==> config.mk <==
export PLATFORM = sky130hd
export DESIGN_NAME = bf_run_ctrl
export DESIGN_NICKNAME = d
export VERILOG_FILES = /design/src/rtl/bf_pkg.sv /design/src/rtl/bf_byte_buf.sv /design/src/rtl/bf_run_ctrl.sv
export SDC_FILE = /design/constraint.sdc
export NUM_CORES = 1
export LEC_CHECK = 0
export ABC_AREA = 1
export BUFFER_PORTS_ARGS = -buffer_cell sky130_fd_sc_hd__clkbuf_2
export CAP_MARGIN = 15
export CORE_MARGIN = 5
export CORE_UTILIZATION = 44
export CTS_BUF_LIST = sky130_fd_sc_hd__clkbuf_16
export DETAILED_ROUTE_END_ITERATION = 7
export PLACE_DENSITY = 0.86
export SYNTH_ARGS = -nofsm -noshare
export SYNTH_HDL_FRONTEND = slang
export SYNTH_SLANG_ARGS = --single-unit
==> constraint.sdc <==
create_clock -name clk -period 1.3 [get_ports clk]
set_input_delay 0.065 -clock clk [delete_from_list [all_inputs] [get_ports clk]]
set_output_delay 0.065 -clock clk [all_outputs]
set_load 0.02 [all_outputs]
==> src/rtl/bf_pkg.sv <==
// rtl/bf_pkg.sv - shared state, status and opcode definitions for the brainfuck run controller and core
//
// Contents:
//   run_state_e   run controller FSM states
//   STATUS_*      job result codes reported on bf_run_ctrl.status
//   OP_*          program opcodes; OP_END terminates a program in program RAM
package bf_pkg;

    typedef enum logic [2:0] {
        ST_IDLE  = 3'd0,
        ST_CLEAR = 3'd1,
        ST_LOAD  = 3'd2,
        ST_TERM  = 3'd3,
        ST_RUN   = 3'd4,
        ST_DONE  = 3'd5
    } run_state_e;

    // Code 1 is not produced by this controller.
    localparam logic [1:0] STATUS_HALTED   = 2'd0;
    localparam logic [1:0] STATUS_WATCHDOG = 2'd2;
    localparam logic [1:0] STATUS_OVERFLOW = 2'd3;

    localparam logic [7:0] OP_RIGHT      = 8'h3E;  // '>'
    localparam logic [7:0] OP_LEFT       = 8'h3C;  // '<'
    localparam logic [7:0] OP_INC        = 8'h2B;  // '+'
    localparam logic [7:0] OP_DEC        = 8'h2D;  // '-'
    localparam logic [7:0] OP_OUT        = 8'h2E;  // '.'
    localparam logic [7:0] OP_IN         = 8'h2C;  // ','
    localparam logic [7:0] OP_LOOP_OPEN  = 8'h5B;  // '['
    localparam logic [7:0] OP_LOOP_CLOSE = 8'h5D;  // ']'
    localparam logic [7:0] OP_END        = 8'h00;

endpackage

==> src/rtl/bf_byte_buf.sv <==
// rtl/bf_byte_buf.sv - one-entry valid/ready byte register with capture and drain
//
// Ports:
//   clk, reset         clock, synchronous active-high reset (empties the buffer, data -> 0)
//   capture            load capture_data this cycle; caller only asserts it when it may overwrite
//   capture_data[7:0]  byte to store
//   out_ready          downstream accepts out_data when out_valid
//   out_valid          buffer holds a byte
//   out_data[7:0]      held byte (kept after drain)
module bf_byte_buf
    import bf_pkg::*;
(
    input  logic       clk,
    input  logic       reset,
    input  logic       capture,
    input  logic [7:0] capture_data,
    input  logic       out_ready,
    output logic       out_valid,
    output logic [7:0] out_data
);

    logic       valid_q, valid_d;
    logic [7:0] data_q,  data_d;

    // Capture wins over a same-cycle drain: the old byte leaves, the new one stays.
    always_comb begin
        valid_d = valid_q;
        data_d  = data_q;
        if (valid_q && out_ready) begin
            valid_d = 1'b0;
        end
        if (capture) begin
            valid_d = 1'b1;
            data_d  = capture_data;
        end
    end

    always_ff @(posedge clk) begin
        if (reset) begin
            valid_q <= 1'b0;
            data_q  <= OP_END;
        end else begin
            valid_q <= valid_d;
            data_q  <= data_d;
        end
    end

    assign out_valid = valid_q;
    assign out_data  = data_q;

endmodule

==> src/rtl/bf_run_ctrl.sv <==
// rtl/bf_run_ctrl.sv - job sequencer: clear data RAM, load program, run core, stream output, detect halt
//
// Optional feature macro: BF_RUN_CTRL_WATCHDOG_EN (RUN-cycle watchdog, status 2 at MAX_CYCLES).
//
// Ports:
//   clk, reset                                 clock, synchronous active-high reset
//   start                                      job request (honoured in IDLE and DONE)
//   load_valid/load_ready/load_data/load_last  program byte stream in
//   out_valid/out_ready/out_data               program output byte stream
//   busy, done, status[1:0]                    job progress and result
//   core_en, core_reset                        core control
//   core_prog_ren                              core program fetch strobe (halt detection)
//   core_stdout, core_stdout_en                core output byte and strobe
//   core_data_addr/wen/wval                    core data RAM request (forwarded in RUN)
//   prog_we/prog_waddr/prog_wdata              program RAM write port (registered)
//   dmem_addr/dmem_wen/dmem_wval               data RAM port (clear engine or core)
module bf_run_ctrl
    import bf_pkg::*;
#(
    parameter int DATA_ADDR_WIDTH = 8,
    parameter int PROG_ADDR_WIDTH = 8,
    parameter int HALT_IDLE       = 8,
    parameter int MAX_CYCLES      = 1000000
) (
    input  logic                       clk,
    input  logic                       reset,
    input  logic                       start,
    input  logic                       load_valid,
    output logic                       load_ready,
    input  logic [7:0]                 load_data,
    input  logic                       load_last,
    output logic                       out_valid,
    input  logic                       out_ready,
    output logic [7:0]                 out_data,
    output logic                       busy,
    output logic                       done,
    output logic [1:0]                 status,
    output logic                       core_en,
    output logic                       core_reset,
    input  logic                       core_prog_ren,
    input  logic [7:0]                 core_stdout,
    input  logic                       core_stdout_en,
    input  logic [DATA_ADDR_WIDTH-1:0] core_data_addr,
    input  logic                       core_data_wen,
    input  logic [7:0]                 core_data_wval,
    output logic                       prog_we,
    output logic [PROG_ADDR_WIDTH-1:0] prog_waddr,
    output logic [7:0]                 prog_wdata,
    output logic [DATA_ADDR_WIDTH-1:0] dmem_addr,
    output logic                       dmem_wen,
    output logic [7:0]                 dmem_wval
);

    localparam int DW     = DATA_ADDR_WIDTH;
    localparam int PW     = PROG_ADDR_WIDTH;
    localparam int HALT_W = $clog2(HALT_IDLE + 1);

    // Last address a non-final byte may occupy; the top cell is kept for the terminator.
    localparam logic [PW-1:0] PROG_LIMIT = {{(PW-1){1'b1}}, 1'b0};

    run_state_e        state_q, state_d;
    logic [DW-1:0]     clr_addr_q, clr_addr_d;
    logic [PW-1:0]     ptr_q, ptr_d;
    logic [HALT_W-1:0] halt_cnt_q, halt_cnt_d;
    logic [1:0]        status_q, status_d;
    logic              prog_we_q, prog_we_d;
    logic [PW-1:0]     prog_waddr_q, prog_waddr_d;
    logic [7:0]        prog_wdata_q, prog_wdata_d;

    logic load_fire;
    logic run_en;
    logic capture;
    logic halt_fire;
    logic wd_fire;

    assign load_fire = load_valid && load_ready;
    assign run_en    = (state_q == ST_RUN) && core_en;
    // core_en is already low while a strobe waits on a full buffer, so a stalled
    // strobe is captured exactly once: in the first cycle the buffer is free.
    assign capture   = run_en && core_stdout_en;

    //------------------------------------------------------------------
    // Halt detection: enabled cycles since the last program fetch.
    //------------------------------------------------------------------
    always_comb begin
        halt_cnt_d = halt_cnt_q;
        if (state_q != ST_RUN) begin
            halt_cnt_d = '0;
        end else if (core_prog_ren) begin
            halt_cnt_d = '0;
        end else if (core_en) begin
            halt_cnt_d = halt_cnt_q + HALT_W'(1);
        end
    end

    // The count is always below HALT_IDLE while in RUN, so equality here
    // means this cycle's increment reached the limit.
    assign halt_fire = (state_q == ST_RUN) && (halt_cnt_d == HALT_W'(HALT_IDLE));

`ifdef BF_RUN_CTRL_WATCHDOG_EN
    logic [31:0] wd_cnt_q, wd_cnt_d;

    always_comb begin
        wd_cnt_d = wd_cnt_q;
        if (state_q == ST_TERM) begin
            wd_cnt_d = '0;
        end else if (run_en && (wd_cnt_q != '1)) begin
            wd_cnt_d = wd_cnt_q + 32'd1;
        end
    end

    assign wd_fire = run_en && (wd_cnt_d == 32'(MAX_CYCLES));

    always_ff @(posedge clk) begin
        if (reset) begin
            wd_cnt_q <= '0;
        end else begin
            wd_cnt_q <= wd_cnt_d;
        end
    end
`else
    logic [31:0] wd_limit_unused;
    assign wd_limit_unused = 32'(MAX_CYCLES);
    assign wd_fire         = 1'b0;
`endif

    //------------------------------------------------------------------
    // FSM: state register
    //------------------------------------------------------------------
    always_ff @(posedge clk) begin
        if (reset) begin
            state_q <= ST_IDLE;
        end else begin
            state_q <= state_d;
        end
    end

    //------------------------------------------------------------------
    // FSM: next state
    //------------------------------------------------------------------
    always_comb begin
        state_d = state_q;
        case (state_q)
            ST_IDLE: begin
                if (start) state_d = ST_CLEAR;
            end
            ST_CLEAR: begin
                if (clr_addr_q == '1) state_d = ST_LOAD;
            end
            ST_LOAD: begin
                if (load_fire) begin
                    if (load_last) begin
                        state_d = ST_TERM;
                    end else if (ptr_q == PROG_LIMIT) begin
                        state_d = ST_DONE;
                    end
                end
            end
            ST_TERM: begin
                state_d = ST_RUN;
            end
            ST_RUN: begin
                if (halt_fire || wd_fire) state_d = ST_DONE;
            end
            ST_DONE: begin
                if (start) state_d = ST_CLEAR;
            end
            default: begin
                state_d = ST_IDLE;
            end
        endcase
    end

    //------------------------------------------------------------------
    // FSM: outputs
    //------------------------------------------------------------------
    always_comb begin
        core_en    = 1'b1;
        core_reset = 1'b1;
        load_ready = 1'b0;
        busy       = 1'b0;
        done       = 1'b0;
        dmem_addr  = '0;
        dmem_wen   = 1'b0;
        dmem_wval  = 8'h00;
        case (state_q)
            ST_CLEAR: begin
                busy      = 1'b1;
                dmem_addr = clr_addr_q;
                dmem_wen  = 1'b1;
                dmem_wval = 8'h00;
            end
            ST_LOAD: begin
                busy       = 1'b1;
                load_ready = 1'b1;
            end
            ST_TERM: begin
                busy = 1'b1;
            end
            ST_RUN: begin
                busy       = 1'b1;
                core_reset = 1'b0;
                core_en    = !(core_stdout_en && out_valid);
                dmem_addr  = core_data_addr;
                dmem_wen   = core_data_wen;
                dmem_wval  = core_data_wval;
            end
            ST_DONE: begin
                core_en    = 1'b0;
                // An overflowed job never ran the core; keep it in reset.
                core_reset = (status_q == STATUS_OVERFLOW);
                done       = !out_valid;
            end
            default: begin
            end
        endcase
    end

    //------------------------------------------------------------------
    // Datapath: clear address, load pointer, program write port, status
    //------------------------------------------------------------------
    always_comb begin
        clr_addr_d   = (state_q == ST_CLEAR) ? clr_addr_q + DW'(1) : '0;
        ptr_d        = ptr_q;
        prog_we_d    = 1'b0;
        prog_waddr_d = prog_waddr_q;
        prog_wdata_d = prog_wdata_q;
        status_d     = status_q;

        if (state_q == ST_CLEAR) begin
            ptr_d = '0;
        end else if (load_fire) begin
            ptr_d        = ptr_q + PW'(1);
            prog_we_d    = 1'b1;
            prog_waddr_d = ptr_q;
            prog_wdata_d = load_data;
        end else if (state_q == ST_TERM) begin
            // Lands in the first RUN cycle; the core fetches address 0 first
            // and ptr is at least 1 here, so the fetch never races this write.
            prog_we_d    = 1'b1;
            prog_waddr_d = ptr_q;
            prog_wdata_d = OP_END;
        end

        if (state_d == ST_CLEAR) begin
            status_d = STATUS_HALTED;
        end else if ((state_q == ST_LOAD) && (state_d == ST_DONE)) begin
            status_d = STATUS_OVERFLOW;
        end else if ((state_q == ST_RUN) && (state_d == ST_DONE)) begin
            status_d = halt_fire ? STATUS_HALTED : STATUS_WATCHDOG;
        end
    end

    always_ff @(posedge clk) begin
        if (reset) begin
            clr_addr_q   <= '0;
            ptr_q        <= '0;
            halt_cnt_q   <= '0;
            status_q     <= STATUS_HALTED;
            prog_we_q    <= 1'b0;
            prog_waddr_q <= '0;
            prog_wdata_q <= 8'h00;
        end else begin
            clr_addr_q   <= clr_addr_d;
            ptr_q        <= ptr_d;
            halt_cnt_q   <= halt_cnt_d;
            status_q     <= status_d;
            prog_we_q    <= prog_we_d;
            prog_waddr_q <= prog_waddr_d;
            prog_wdata_q <= prog_wdata_d;
        end
    end

    assign status     = status_q;
    assign prog_we    = prog_we_q;
    assign prog_waddr = prog_waddr_q;
    assign prog_wdata = prog_wdata_q;

    bf_byte_buf u_out_buf (
        .clk          (clk),
        .reset        (reset),
        .capture      (capture),
        .capture_data (core_stdout),
        .out_ready    (out_ready),
        .out_valid    (out_valid),
        .out_data     (out_data)
    );

endmodule

==> key figures <==
Placed design
  – DP HPWL: ~5300 um
  – Gpl congestion: approximately 0.89
  – Input/output buffers: 90

STA
  – Worst-Margin Slew: roughly 0.38 ns
  – Final Max Tran Viols: 0
  – # setup viols final: 65
  – Tcrit/Tclk final: 129%
  – Final hold viol count: 0
  – Fin worst setup slack: -0.378 ns
  – Slew headroom: about 75%
  – Post-layout min period: 1.68 ns
  – Max Clk Rate: 596 MHz
  – Worst clock skew: approximately 0.0058 ns
  – RSZ-0062 raised after global routing: yes

Logic synthesis
  – Top-area cell type share of the netlist area: 43.2%
  – Async SR Flop Fraction: 0%
  – Number of synthesized flops with an enable pin: 0
  – Register bit total from synthesis: between 50 and 60
  – Post-synth top area cell: dfxtp_1
  – Synth warn: 0
  – Synthesized area: between 2000 and 2500 um2
  – Synth top area cells: dfxtp_1 43%, nand2_1 10%, nor2_1 10%
  – Post-synthesis cell type count: 33
  – Average size of a mapped cell: 7.00 um2
  – Synth Instances: 338
  – Post-synthesis sequential area ratio: between 40% and 50%
  – Synth Net Count: about 380
  – Top FF cell, synth: dfxtp_1

Setup path
  – R2R setup slack: -0.38 ns
  – CP endpoint kind: flop
  – CP startpoint: halt_cnt_q[0]$_SDFF_PP0_
  – Worst setup path end: status[1]$_SDFFE_PP0P_
  – Reg-to-Reg Start: halt_cnt_q[0]$_SDFF_PP0_
  – Crit path max fanout: 3
  – Kind of critical path: reg2reg
  – R2R cell count: 7
  – Startpoint types: flop
  – Worst Path Arrival: approximately 1.9 ns
  – Worst EP required: roughly 1.5 ns
  – FF-to-FF End: status[1]$_SDFFE_PP0P_

Power
  – P_leak: roughly 0.0019 uW
  – Pwr/cell area: between 700 and 800 nW/um2
  – Maximum vdd drop: between 1000 and 1500 uV
  – Power Total: roughly 3400 uW

Global route
  – Initial antenna violation count: 0
  – Total track usage: a little under a quarter
  – Number of global-route vias before repair: 2,837
  – Pin count of the biggest net entering global routing: 19
  – Global-route wire length before repair: 13,200 um
  – Grt ovf: 0

Floorplanning
  – Die area: ~6900 um2
  – Initial Util: 45.7%
  – Chip height: 83.3 um
  – Chip width: 83.3 um
  – IO Count: 91
  – FP Rows: 26
  – Core area: approximately 5200 um2

Clocking
  – Sink Count: a little over 50
  – CTS tree: built
  – Htree depth: 2
  – Worst-skew pair later-pin latency: approximately 0.30 ns
  – TritonCTS buffer count: 5
  – Max Root-Sink Buffers: 2
  – Clock root cell: clkbuf_16
  – Clock-pin slew on the worst setup and hold paths: roughly 0.07 ns

Cells and area
  – ANT cells: 0
  – Commonest non-fill, non-tap cell in the layout: clkbuf_2
  – Post-layout util: between 80 and 90%
  – Most frequent cells in the layout: 69 x clkbuf_2, 51 x buf_4, 46 x dfxtp_1, 41 x nand2_1, 36 x inv_1
  – Fillers: 257
  – Sequential cell area: around 1000 um2
  – Footprint of the multi-input gates: around 1600 um2
  – Share of layout cells above drive strength 1: 59.2%
  – Fin nets: 538
  – Synthesis-to-finish area growth: 82.7%

Drt
  – Vias: between 3,000 and 4,000
  – Pre-antenna DRT Iters: 5
  – DR iter-0 viols: 289
  – Routed len/inst: roughly 20 um
  – Vias/cell: 5.56
  – WL final: about 11,000 um
  – # DRC: 0
  – Antenna-violating nets left: 0

Hold path
  – Type of the most critical hold path: in2reg

Run
  – Max cap viols: 0

Run status
  – Status: finished, violations left
  – Failing checks: negative setup slack
per-layer routing:
layer / up-vias / GRT usage, % / share of wire (%)
li1: 1388 / - / -
met1: 1451 / 24.8 / 36
met2: 222 / 40.8 / 50
met3: 71 / 6.93 / 8.5
met4: 0 / 9.51 / 5.9
met5: - / 0 / 0
metrics by stage:
step / TNS, ns / worst slack [ns] / instances / hold slack [ns] / cell area [um2]
final: -13.20 / -0.378 / 563 / 0.00566 / 4320
after global routing: -16.11 / -0.407 / 563 / 0.0164 / 4320
after CTS: -5.13 / -0.201 / 552 / 0.0116 / 3700
after detailed placement: -4.29 / -0.173 / 536 / 0.304 / 3230
after global placement: -1.02 / -0.0989 / 536 / 0.301 / 3230
after floorplan: -1.16 / -0.132 / 338 / 0.214 / 2370
critical path: stages, from the launching register on:
cell     delay (ns)
dfxtp_1        0.39
inv_1          0.11
nor2_1         0.26
nand3_2        0.15
a21oi_4        0.21
nand4_1        0.16
a21oi_1        0.20
nor2_1         0.08
power by group:
part | switching, uW | leakage, uW | total [uW] | internal [uW]
logic | 207 | 0.00139 | 359 | 152
clock network | 595 | 0.0000811 | 1490 | 892
registers | 14.1 | 0.000414 | 1580 | 1560
what timing repair did:
item	4_1_cts	5_1_grt
gates resized for setup	91	163
hold buffers	0	0
gates cloned	1	3
pin swaps	11	31
setup buffers	8	10
setup endpoints to repair	66	69
how the worst min path moves through the flow:
| stage | start | cells past startpoint | to | slack, ns |
|---|---|---|---|---|
| 6_report | load_data[1] | 3 | prog_wdata[1]$_SDFFE_PP0P_ | 0.006 |
| 5_1_grt | load_data[2] | 3 | prog_wdata[2]$_SDFFE_PP0P_ | 0.02 |
| 4_1_cts | load_data[6] | 3 | prog_wdata[6]$_SDFFE_PP0P_ | 0.01 |
| 3_5_place_dp | load_data[4] | 3 | prog_wdata[4]$_SDFFE_PP0P_ | 0.30 |
| 3_3_place_gp | load_data[5] | 3 | prog_wdata[5]$_SDFFE_PP0P_ | 0.30 |
| 2_1_floorplan | load_data[0] | 2 | prog_wdata[0]$_SDFFE_PP0P_ | 0.21 |
cell usage after synthesis (4+ instances only):
| cell | instances |
|---|---|
| nand2_1 | 66 |
| nor2_1 | 63 |
| dfxtp_1 | 51 |
| inv_1 | 42 |
| o21ai_0 | 26 |
| a21oi_1 | 25 |
| nand3_1 | 16 |
| ha_1 | 4 |
| inv_2 | 4 |
| nor3_1 | 4 |
cells by family after synthesis:
logic type,count (synthesis),share of synthesized area (%)
adders and majority gates,4,2.12
AOI/OAI and AO/OA,58,13.0
DFF,51,43.2
and+or+nand+nor,166,31.0
xor gates and xnor gates,3,1.11
buffers and inverters,56,9.57
state kept, by name, summed over array words and instances (netlist names):
register / cells
status: 2
ptr_q: 8
halt_cnt_q: 4
clr_addr_q: 8
state_q: 3
prog_we: 1
u_out_buf.out_data: 8
prog_wdata: 8
u_out_buf.out_valid: 1
prog_waddr: 8
layout make-up:
class | instances | share of cell area, %
repair buffers | 156 | 27.6
flip-flops and latches | 51 | 23.9
clock buffers | 5 | 2.90
multi-input cells | 232 | 38.0
clock inverters | 2 | 0.782
inverters | 47 | 4.78
well taps | 70 | 2.03
(Power assumes the default switching activity.)
